<file path="src/rtl/rtc_bus_sequencer.sv">
// Multiplexed address/data bus sequencer for an RTC: runs address, gap and
// data phases per transfer, with burst support via an auto-incrementing address.
module rtc_bus_sequencer #(
  parameter int DW     = 8,
  parameter int CW     = 4,
  parameter int T_ADDR = 7,
  parameter int T_GAP  = 6,
  parameter int T_DATA = 7
) (
  input  logic          clk,
  input  logic          reset,
  input  logic          start,
  input  logic          in_escribir_leer,
  input  logic [DW-1:0] in_direccion,
  input  logic [CW-1:0] in_cantidad,
  input  logic [DW-1:0] in_dato,
  input  logic [DW-1:0] bus_in,
  output logic [DW-1:0] bus_out,
  output logic          bus_oe,
  output logic          reg_a_d,
  output logic          reg_cs,
  output logic          reg_wr,
  output logic          reg_rd,
  output logic          busy,
  output logic          data_ack,
  output logic          rd_valid,
  output logic [DW-1:0] rd_dato,
  output logic          flag_done
);

  typedef enum logic [2:0] {
    IDLE, ADDR_SETUP, ADDR_STROBE, ADDR_HOLD, GAP, DATA_STROBE, DATA_HOLD, DONE
  } state_t;

  localparam int TMAX = (T_ADDR > T_GAP) ? ((T_ADDR > T_DATA) ? T_ADDR : T_DATA)
                                         : ((T_GAP > T_DATA) ? T_GAP : T_DATA);
  localparam int TW   = $clog2(TMAX + 1);

  state_t        state, next_state;
  logic [TW-1:0] timer;
  logic [DW-1:0] addr_q;
  logic [DW-1:0] wdata_q;
  logic [CW-1:0] cnt_q;
  logic          is_write;

  // NOTE: async reset in the sensitivity list and <= for every register, so
  // all state updates see pre-edge values regardless of statement order.
  always_ff @(posedge clk or posedge reset) begin
    if (reset) state <= IDLE;
    else       state <= next_state;
  end

  // NOTE: next_state gets a default before the case so no latch is inferred.
  always_comb begin
    next_state = state;
    case (state)
      IDLE:        if (start) next_state = (in_cantidad == '0) ? DONE : ADDR_SETUP;
      ADDR_SETUP:  next_state = ADDR_STROBE;
      ADDR_STROBE: if (timer == '0) next_state = ADDR_HOLD;
      ADDR_HOLD:   next_state = GAP;
      GAP:         if (timer == '0) next_state = DATA_STROBE;
      DATA_STROBE: if (timer == '0) next_state = DATA_HOLD;
      DATA_HOLD:   next_state = (cnt_q > CW'(1)) ? ADDR_SETUP : DONE;
      DONE:        next_state = IDLE;
      default:     next_state = IDLE;
    endcase
  end

  // Datapath: the timer is loaded on entry to each multi-cycle state and
  // counts down to zero on its last cycle.
  always_ff @(posedge clk or posedge reset) begin
    if (reset) begin
      timer    <= '0;
      addr_q   <= '0;
      wdata_q  <= '0;
      cnt_q    <= '0;
      is_write <= 1'b0;
      rd_dato  <= '0;
    end else begin
      if (state != next_state) begin
        case (next_state)
          ADDR_STROBE: timer <= TW'(T_ADDR - 1);
          GAP:         timer <= TW'(T_GAP - 1);
          DATA_STROBE: timer <= TW'(T_DATA - 1);
          default:     timer <= '0;
        endcase
      end else if (timer != '0) begin
        timer <= timer - TW'(1);
      end

      if (state == IDLE && start) begin
        addr_q   <= in_direccion;
        cnt_q    <= in_cantidad;
        is_write <= in_escribir_leer;
      end

      if (state == GAP && next_state == DATA_STROBE)
        wdata_q <= in_dato;

      if (state == DATA_STROBE && next_state == DATA_HOLD && !is_write)
        rd_dato <= bus_in;

      if (state == DATA_HOLD && next_state == ADDR_SETUP) begin
        addr_q <= addr_q + DW'(1);
        cnt_q  <= cnt_q - CW'(1);
      end
    end
  end

  // Moore outputs: decoded from registered state only, never from inputs.
  always_comb begin
    reg_a_d   = 1'b1;
    reg_cs    = 1'b1;
    reg_wr    = 1'b1;
    reg_rd    = 1'b1;
    bus_oe    = 1'b0;
    bus_out   = '0;
    busy      = (state != IDLE);
    data_ack  = 1'b0;
    rd_valid  = 1'b0;
    flag_done = 1'b0;
    case (state)
      ADDR_SETUP: reg_a_d = 1'b0;
      ADDR_STROBE: begin
        reg_a_d = 1'b0;
        reg_cs  = 1'b0;
        reg_wr  = 1'b0;
        bus_oe  = 1'b1;
        bus_out = addr_q;
      end
      ADDR_HOLD: begin
        reg_a_d = 1'b0;
        bus_oe  = 1'b1;
        bus_out = addr_q;
      end
      DATA_STROBE: begin
        reg_cs = 1'b0;
        if (is_write) begin
          reg_wr  = 1'b0;
          bus_oe  = 1'b1;
          bus_out = wdata_q;
        end else begin
          reg_rd = 1'b0;
        end
      end
      DATA_HOLD: begin
        if (is_write) begin
          bus_oe   = 1'b1;
          bus_out  = wdata_q;
          data_ack = 1'b1;
        end else begin
          rd_valid = 1'b1;
        end
      end
      DONE:    flag_done = 1'b1;
      default: ;
    endcase
  end

endmodule

</file>
<file path="config.mk">
export PLATFORM = sky130hd
export DESIGN_NAME = rtc_bus_sequencer
export DESIGN_NICKNAME = d
export VERILOG_FILES = /design/src/rtl/rtc_bus_sequencer.sv
export SDC_FILE = /design/constraint.sdc
export NUM_CORES = 1
export LEC_CHECK = 0
export BUFFER_PORTS_ARGS = -buffer_cell sky130_fd_sc_hd__buf_2
export CORE_MARGIN = 2
export CORE_UTILIZATION = 30
export CTS_BUF_LIST = sky130_fd_sc_hd__clkbuf_4
export DETAILED_ROUTE_END_ITERATION = 10
export PLACE_DENSITY_LB_ADDON = 0.1
export SYNTH_ARGS = -nofsm -noshare
export SYNTH_HDL_FRONTEND = slang
export SYNTH_SLANG_ARGS = --single-unit
</file>
<file path="constraint.sdc">
create_clock -name clk -period 3.2 [get_ports clk]
set_input_delay 0 -clock clk [delete_from_list [all_inputs] [get_ports clk]]
set_output_delay 0 -clock clk [all_outputs]
set_load 0.02 [all_outputs]
</file>
[Word-level counts from Yosys, hierarchy flattened]
Index checks and enable logic that the tools add are counted.
Operators by class
  add/subtract/negate cells: 3
  magnitude comparators: 1
  equality and inequality tests: 13
  muxes and demuxes: 26
  reductions and logical operators: 18
Operator list (count)
  $mux 3: 8
  $mux 8: 3
  $pmux 3 s8: 1
  $eq 3x3->1 const B: 7
  $pmux 8 s2: 1
  $eq 3x2->1 const B: 3
  $add 8x1->8 const B: 1
  $mux 1: 8
  $mux 4: 2
  $reduce_or 2->1: 4
  $eq 3x1->1 const B: 2
  $logic_not 3->1: 2
  $pmux 3 s2: 1
  $reduce_bool 3->1: 2
  $logic_and 1x1->1: 5
  $gt 4x1->1 const B: 1
  $logic_not 4->1: 1
  $pmux 1 s2: 2
  $reduce_bool 2->1: 2
  $sub 4x1->4 const B: 1
  $ne 3x3->1: 1
  $reduce_or 3->1: 1
  $sub 3x1->3 const B: 1
  $logic_not 1->1: 1
Word-level totals
  bits in registers: 35
  input port bits: 32
  output and inout bits: 25
  logic and storage cells: 68

[Logic depth before layout (Yosys ltp)]
Gate-level depths: netlist of run 1.
  depth in word-level cells: 8
  mapped depth: 7
  gate-level depth less buffers: 6

[Worst setup path after synthesis of run 1]
Ideal clock, no wire load.
  path type: register -> register
  from: register cnt_q[0]
  to: register addr_q[5]
  library setup time: 0.126 ns
  data arrival time: 1.768 ns
  data required time: 3.074 ns
  path slack: 1.306 ns
  cell stages (with the launch flop): 8
  path buffers: 1
  period minus slack after synthesis: 1.894 ns
  path through: dfrtp_1 inv_1 ha_1 nor2_1 o31a_1 buf_2 mux2_2 a221o_1
Between the ends
  longest elaborated chain between the ends: 6
  elaborated cells between the ends (all ways): 7
  classes of those cells: 1 x order compare; 1 x eq/ne; 3 x mux; 2 x reduce/logical
Ends and longest elaborated chain
  start: declaration: RTL line 43  | logic [CW-1:0] cnt_q;
  start signal: assignment: RTL line 93  | cnt_q <= in_cantidad;
  start signal: assignment: RTL line 105  | cnt_q <= cnt_q - CW'(1);
  $gt 4x1->1 (*): RTL line 63  | DATA_HOLD: next_state = (cnt_q > CW'(1)) ? ADDR_SETUP : DONE;
  $mux 3 (*): RTL line 63
  $pmux 3 s8 (*): RTL line 56  | case (state)
  $eq 3x1->1 (*): RTL line 103  | if (state == DATA_HOLD && next_state == ADDR_SETUP) begin
  $logic_and 1x1->1 (*): RTL line 103
  $mux 8 / $reduce_bool 2->1 (equally long branches)
  end signal: assignment: RTL line 92  | addr_q <= in_direccion;
  end signal: assignment: RTL line 104  | addr_q <= addr_q + DW'(1);
  end: declaration: RTL line 41  | logic [DW-1:0] addr_q;
Every way passes the cells marked *; elsewhere a longest branch is shown, timed or not.
A chain may end at the register's enable or synchronous reset.

[Worst setup path after layout of run 1]
  from: register state[2]
  to: register addr_q[5]
Between the ends
  longest elaborated chain between the ends: 5
  elaborated cells between the ends (all ways): 18
  classes of those cells: 8 x eq/ne; 6 x mux; 4 x reduce/logical
Ends and longest elaborated chain
  start: declaration: RTL line 39  | state_t state, next_state;
  start signal: assignment: RTL line 50  | else state <= next_state;
  $eq 3x3->1, or another cell as far along: RTL line 56
  $pmux 3 s8: RTL line 56
  $eq 3x1->1: RTL line 103
  $logic_and 1x1->1: RTL line 103
  $mux 8 / $reduce_bool 2->1 (equally long branches)
Parallel ways exist; a longest one is shown, timed or not.

==> results of run 1 <==
metal layers:
metal / GRT usage, % / vias up
li1: - / 903
met1: 19.6 / 854
met2: 25.3 / 38
met3: 2.69 / 5
met4: 3.90 / 0
met5: 0 / -
state kept, by name (all words and copies together) (netlist names):
| register | count |
|---|---|
| is_write | 1 |
| rd_dato | 8 |
| cnt_q | 4 |
| wdata_q | 8 |
| state | 3 |
| addr_q | 8 |
| timer | 3 |
critical path, cell delays in order, from the launching register on:
cell	delay (ns)
dfrtp_1	0.69
and3b_1	0.35
o31a_1	0.49
mux2_2	0.39
a221o_1	0.28
logic make-up (layout without fill, tap and decap cells):
group           after synthesis  after routing  share of synthesized area, %
buf+inv                      28            113                          6.24
xor+xnor                      2              2                         0.865
fa+ha+maj                     5              5                          3.09
mux                          24             24                          13.0
flops                        35             35                          43.3
simple gates                 57             57                          15.0
compound gates               52             52                          18.5
area by class of cell:
type | instances | area share (%)
clock inverter | 2 | 0.276
inverter | 14 | 1.93
timing repair buffer | 91 | 22.7
sequential | 35 | 32.2
multi-input combinational | 140 | 37.6
clock buffer | 6 | 1.66
tap | 77 | 3.55
power by group:
| group | leakage [nW] | total [mW] | switching [mW] | internal [mW] |
|---|---|---|---|---|
| Clock | 0.0307 | 0.241 | 0.151 | 0.0900 |
| Sequential | 0.418 | 0.850 | 0.190 | 0.659 |
| Combinational | 0.828 | 1.25 | 0.692 | 0.559 |
final timing paths:
path	endpoint	slack (ns)	cells past startpoint
worst max-delay path	addr_q[5]$_DFFE_PP0P_	0.88	4
worst min-delay path	state[2]$_DFF_PP0_	0.08	4
worst max register to register	addr_q[5]$_DFFE_PP0P_	0.88	4
worst min register to register	rd_dato[2]$_DFFE_PP0P_	0.51	1
max in group asynchronous	addr_q[2]$_DFFE_PP0P_	2.10	4
min in group asynchronous	state[0]$_DFF_PP0_	0.37	3
per-stage QoR:
step	hold WS, ns	instances
floorplan	0.105	203
global placement	0.231	327
detailed placement	0.229	327
CTS	0.0640	365
global route	0.0939	365
finish	0.0827	365
Yosys cell counts, types with 3 or more instances:
cell type / count / area share (%)
a21oi_1: 8 / 2.0
inv_1: 14 / 2.6
buf_2: 5 / 1.2
nand3_1: 4 / 0.99
mux2i_1: 5 / 2.5
a221o_1: 4 / 2.0
o21ai_0: 14 / 3.5
ha_1: 5 / 3.1
dfrtp_1: 35 / 43
nor2_1: 11 / 2.0
nand2_1: 16 / 3.0
o22ai_1: 3 / 0.93
or3_1: 3 / 0.93
clkbuf_1: 7 / 1.3
and3_1: 4 / 1.2
a22o_1: 5 / 2.2
mux2_2: 19 / 11
==> run_results.csv, run 1 <==
group,metric,value,unit
critical_path,cp.arrival,2.54,ns
placed_design,dpl_worst_slack,0.923,ns
final_layout,final_cell_mix,"buf_2, dfrtp_1, dlygate4sd3_1",
critical_path,startpoint,"state[2]$_DFF_PP0_",
synthesis,syn_area,0.00202,mm2
floorplan,rows,29,
drt,wl_met2,2460,um
cts,cts-root-buf,"clkbuf_4",
cts,cts_tree,"built",
final_layout,nets,324,
critical_path,critPathMaxFanout,19,
floorplan,die-area,0.00742,mm2
cts,cts_resized,0,
drt,viasPerCell,4.93,
placed_design,gp_congestion,0.725,
critical_path,end_kind,"register",
power,peakVddDrop,0.000297,V
synthesis,ys_types,47,
sta,report.final.slew_viol_count,0,
final_layout,area_growth,34.2,%
drt,dr.pass1.iters,4,
job,drv_cap,0,
cts,cts_buffer_depth,2,
final_layout,finish.utilization,42.3,%
synthesis,syn_area_per_cell,9.97,um2
hold_path,worstHoldStart,"start",
floorplan,ios,57,
drt,route.met3.wl,204,um
critical_path,r2r-start,"state[2]$_DFF_PP0_",
cts,cts_setup_buffers,0,
sta,clock.fmax,432,MHz
drt,drt_iter0_markers,58,
drt,wl_per_cell,14.3,um
floorplan,die_h,86.1,um
critical_path,required,3.43,ns
grt,first_global_vias,1804,
grt,grt_pass1_wl,8840,um
synthesis,synth_edf_count,0,
drt,routed.top_layer,"met4",
sta,period_share,72.4,%
synthesis,yosysSeqAreaShare,43.3,%
outcome,status,"complete, no violations",
grt,grt_max_degree,25,
floorplan,die-width,86.1,um
sta,tns,0,ns
critical_path,path_class,"register to register",
final_layout,drive_above_1_share,32.3,%
grt,antenna_found_initial,0,
drt,wl_met1,2510,um
sta,min_period,2.32,ns
placed_design,placed_area,0.00236,mm2
synthesis,async_flop_share,100,%
final_layout,final_common_cell,"buf_2",
sta,worstMarginPinSlew,0.859,ns
sta,slew_headroom,42.4,%
critical_path,start_kind,"register",
floorplan,core,0.00642,mm2
synthesis,synthFlopType,"dfrtp_1",
final_layout,multiInputGateArea,0.00102,mm2
sta,layout_setup_ws,0.883,ns
sta,finalSetupViolCount,0,
cts,cts.sinks,35,
final_layout,num_antenna_cells,0,
grt,grt_overflow,0,
drt,via_count,1800,
drt,route.detailed.drc,0,
power,power.leakage,1.28,nW
synthesis,ys_ff_latch,35,
power,total_power,2.34,mW
synthesis,yosys_warnings,0,
hold_path,hp-class,"primary input to register",
placed_design,post-dp-hpwl,3670,um
sta,finalHoldViolations,0,
cts,htreeDepth,2,
sta,fin_skew,0.0103,ns
drt,wirelength,5210,um
final_layout,post-route-cell-area,0.00272,mm2
synthesis,postSynthCellCount,203,
placed_design,port_buffers,56,
cts,cts_buffers,5,
final_layout,fillers,649,
synthesis,synth_nets,240,
floorplan,initial_utilization,31.5,%
power,power_density,862,mW/mm2
grt,gr-usage-all-layers,14.9,%
drt,final_antenna_net_count,0,
cts,clk_latency,0.34,ns
sta,rsz0062_at_grt,"no",
cts,clk_pin_slew,0.12,ns
cts,holdBufCountCts,30,
final_layout,register_area,876,um2
(Power assumes the default switching activity.)
==> run 2, diff against run 1 <==
clock period = 2.1 ns   (was 3.2 ns; I/O delays follow)
==> run_results.csv, run 2 (synthesized netlist as in run 1, its figures left out) <==
group,metric,value,unit
outcome,status,"complete, no violations",
final_layout,area_growth,40.2,%
cts,clk_pin_slew,0.12,ns
final_layout,fillers,649,
final_layout,num_antenna_cells,0,
drt,viasPerCell,4.93,
sta,finalSetupViolCount,0,
sta,period_share,91.1,%
placed_design,gp_congestion,0.765,
power,power_density,1340,mW/mm2
sta,tns,0,ns
final_layout,nets,337,
grt,antenna_found_initial,0,
floorplan,ios,57,
grt,grt_overflow,0,
drt,wirelength,5370,um
grt,grt_max_degree,36,
final_layout,largest_registers,"addr_q: 8 flops, rd_dato: 8 flops, wdata_q: 8 flops",
cts,cts_buffers,5,
cts,cts_resized,0,
drt,via_count,1863,
sta,finalHoldViolations,0,
placed_design,placed_cells,340,
cts,clk_latency,0.34,ns
critical_path,reg2reg_to,"addr_q[5]$_DFFE_PP0P_",
drt,final_antenna_net_count,0,
final_layout,post-route-cell-area,0.00284,mm2
cts,holdBufCountCts,30,
power,peakVddDrop,0.000446,V
cts,cts_buffer_depth,2,
critical_path,startpoint,"cnt_q[0]$_DFFE_PP0P_",
floorplan,initial_utilization,31.5,%
hold_path,hp-class,"primary input to register",
drt,wl_per_cell,14.2,um
critical_path,end_kind,"register",
final_layout,final_cell_mix,"buf_2, dfrtp_1, dlygate4sd3_1",
sta,rsz0062_at_grt,"no",
critical_path,start_kind,"register",
sta,report.final.slew_viol_count,0,
cts,cts_setup_buffers,0,
cts,htreeDepth,2,
drt,dr.pass1.iters,4,
final_layout,final_cells,378,
placed_design,post-dp-hpwl,3870,um
placed_design,placed_area,0.00246,mm2
drt,route.detailed.drc,0,
critical_path,critPathMaxFanout,5,
job,drv_cap,0,
cts,cts.sinks,35,
critical_path,required,2.33,ns
floorplan,rows,29,
final_layout,drive_above_1_share,35.5,%
floorplan,die-area,0.00742,mm2
grt,gr-usage-all-layers,15.7,%
critical_path,r2r_cells,6,
cts,cts-root-buf,"clkbuf_4",
floorplan,die_h,86.1,um
grt,grt_pass1_wl,9200,um
placed_design,port_buffers,56,
sta,min_period,1.91,ns
critical_path,path_class,"register to register",
critical_path,cp.arrival,2.14,ns
critical_path,r2r-start,"cnt_q[0]$_DFFE_PP0P_",
grt,first_global_vias,1936,
power,power.leakage,1.35,nW
drt,drt_iter0_markers,71,
sta,fin_skew,0.0104,ns
critical_path,regToRegSetupSlack,0.19,ns
floorplan,die-width,86.1,um
critical_path,crit_path_end,"addr_q[5]$_DFFE_PP0P_",
final_layout,final_common_cell,"buf_2",
floorplan,core,0.00642,mm2
sta,slew_headroom,67.6,%
cts,cts_tree,"built",
sta,worstMarginPinSlew,0.484,ns
sta,clock.fmax,523,MHz
## run 2: changes by cell type in the layout (fill, tap and decap cells not counted), sizes merged
| cell | previous run | this run |
|---|---|---|
| buf | 61 | 74 |
| bufinv | 0 | 1 |
| clkbuf | 6 | 5 |
## run 2: cell type report
type	count	area (um2)	area share [%]
clock buffer	5	37.5	1.32
clock inverter	3	38.8	1.37
inverter	14	52.6	1.85
multi-input combinational	140	1020	36.0
sequential	35	876	30.9
tap	77	96.3	3.39
timing repair buffer	104	716	25.2
## run 2: worst min-delay path by stage
stage	startpoint	endpoint	slack, ns	cells past startpoint
3_5_place_dp	reset	rd_dato[3]$_DFFE_PP0P_	0.14	3
5_1_grt	start	timer[1]$_DFFE_PP0P_	0.06	4
2_1_floorplan	in_escribir_leer	is_write$_DFFE_PP0P_	0.11	2
4_1_cts	start	timer[1]$_DFFE_PP0P_	0.04	4
6_report	start	timer[1]$_DFFE_PP0P_	0.05	4
3_3_place_gp	reset	rd_dato[3]$_DFFE_PP0P_	0.14	3
## run 2: layer usage
layer  global-route usage [%]  vias up  wire length, um
met2                     26.0       39             2540
met3                     2.60        7              177
met4                     3.90        0               49
li1                         -      926                -
met1                     21.3      891             2600
met5                        0        -                0
## run 2: stage by stage
stage               total power, mW  worst slack (ns)  util [%]  hold slack [ns]
global placement               3.31             0.231      38.3            0.140
global route                   4.17            0.0194      44.2           0.0627
finish                         3.82             0.187      44.2           0.0515
floorplan                      2.68             0.206         -            0.105
CTS                            3.87             0.176      44.2           0.0377
detailed placement             3.32             0.187      38.3            0.137
## run 2: where the power goes
group          internal, mW  switching (mW)  leakage, nW
clock                 0.245           0.249       0.0426
sequential             1.00           0.266        0.418
combinational         0.951            1.10        0.893
total                  2.20            1.62         1.35
## run 2: critical path, cell delays in order, from the launching register on
cell and delay (ns):
dfrtp_1 0.43, inv_1 0.06, ha_1 0.22, nor2_1 0.20, o31a_1 0.26, mux2_2 0.36, a221o_1 0.28
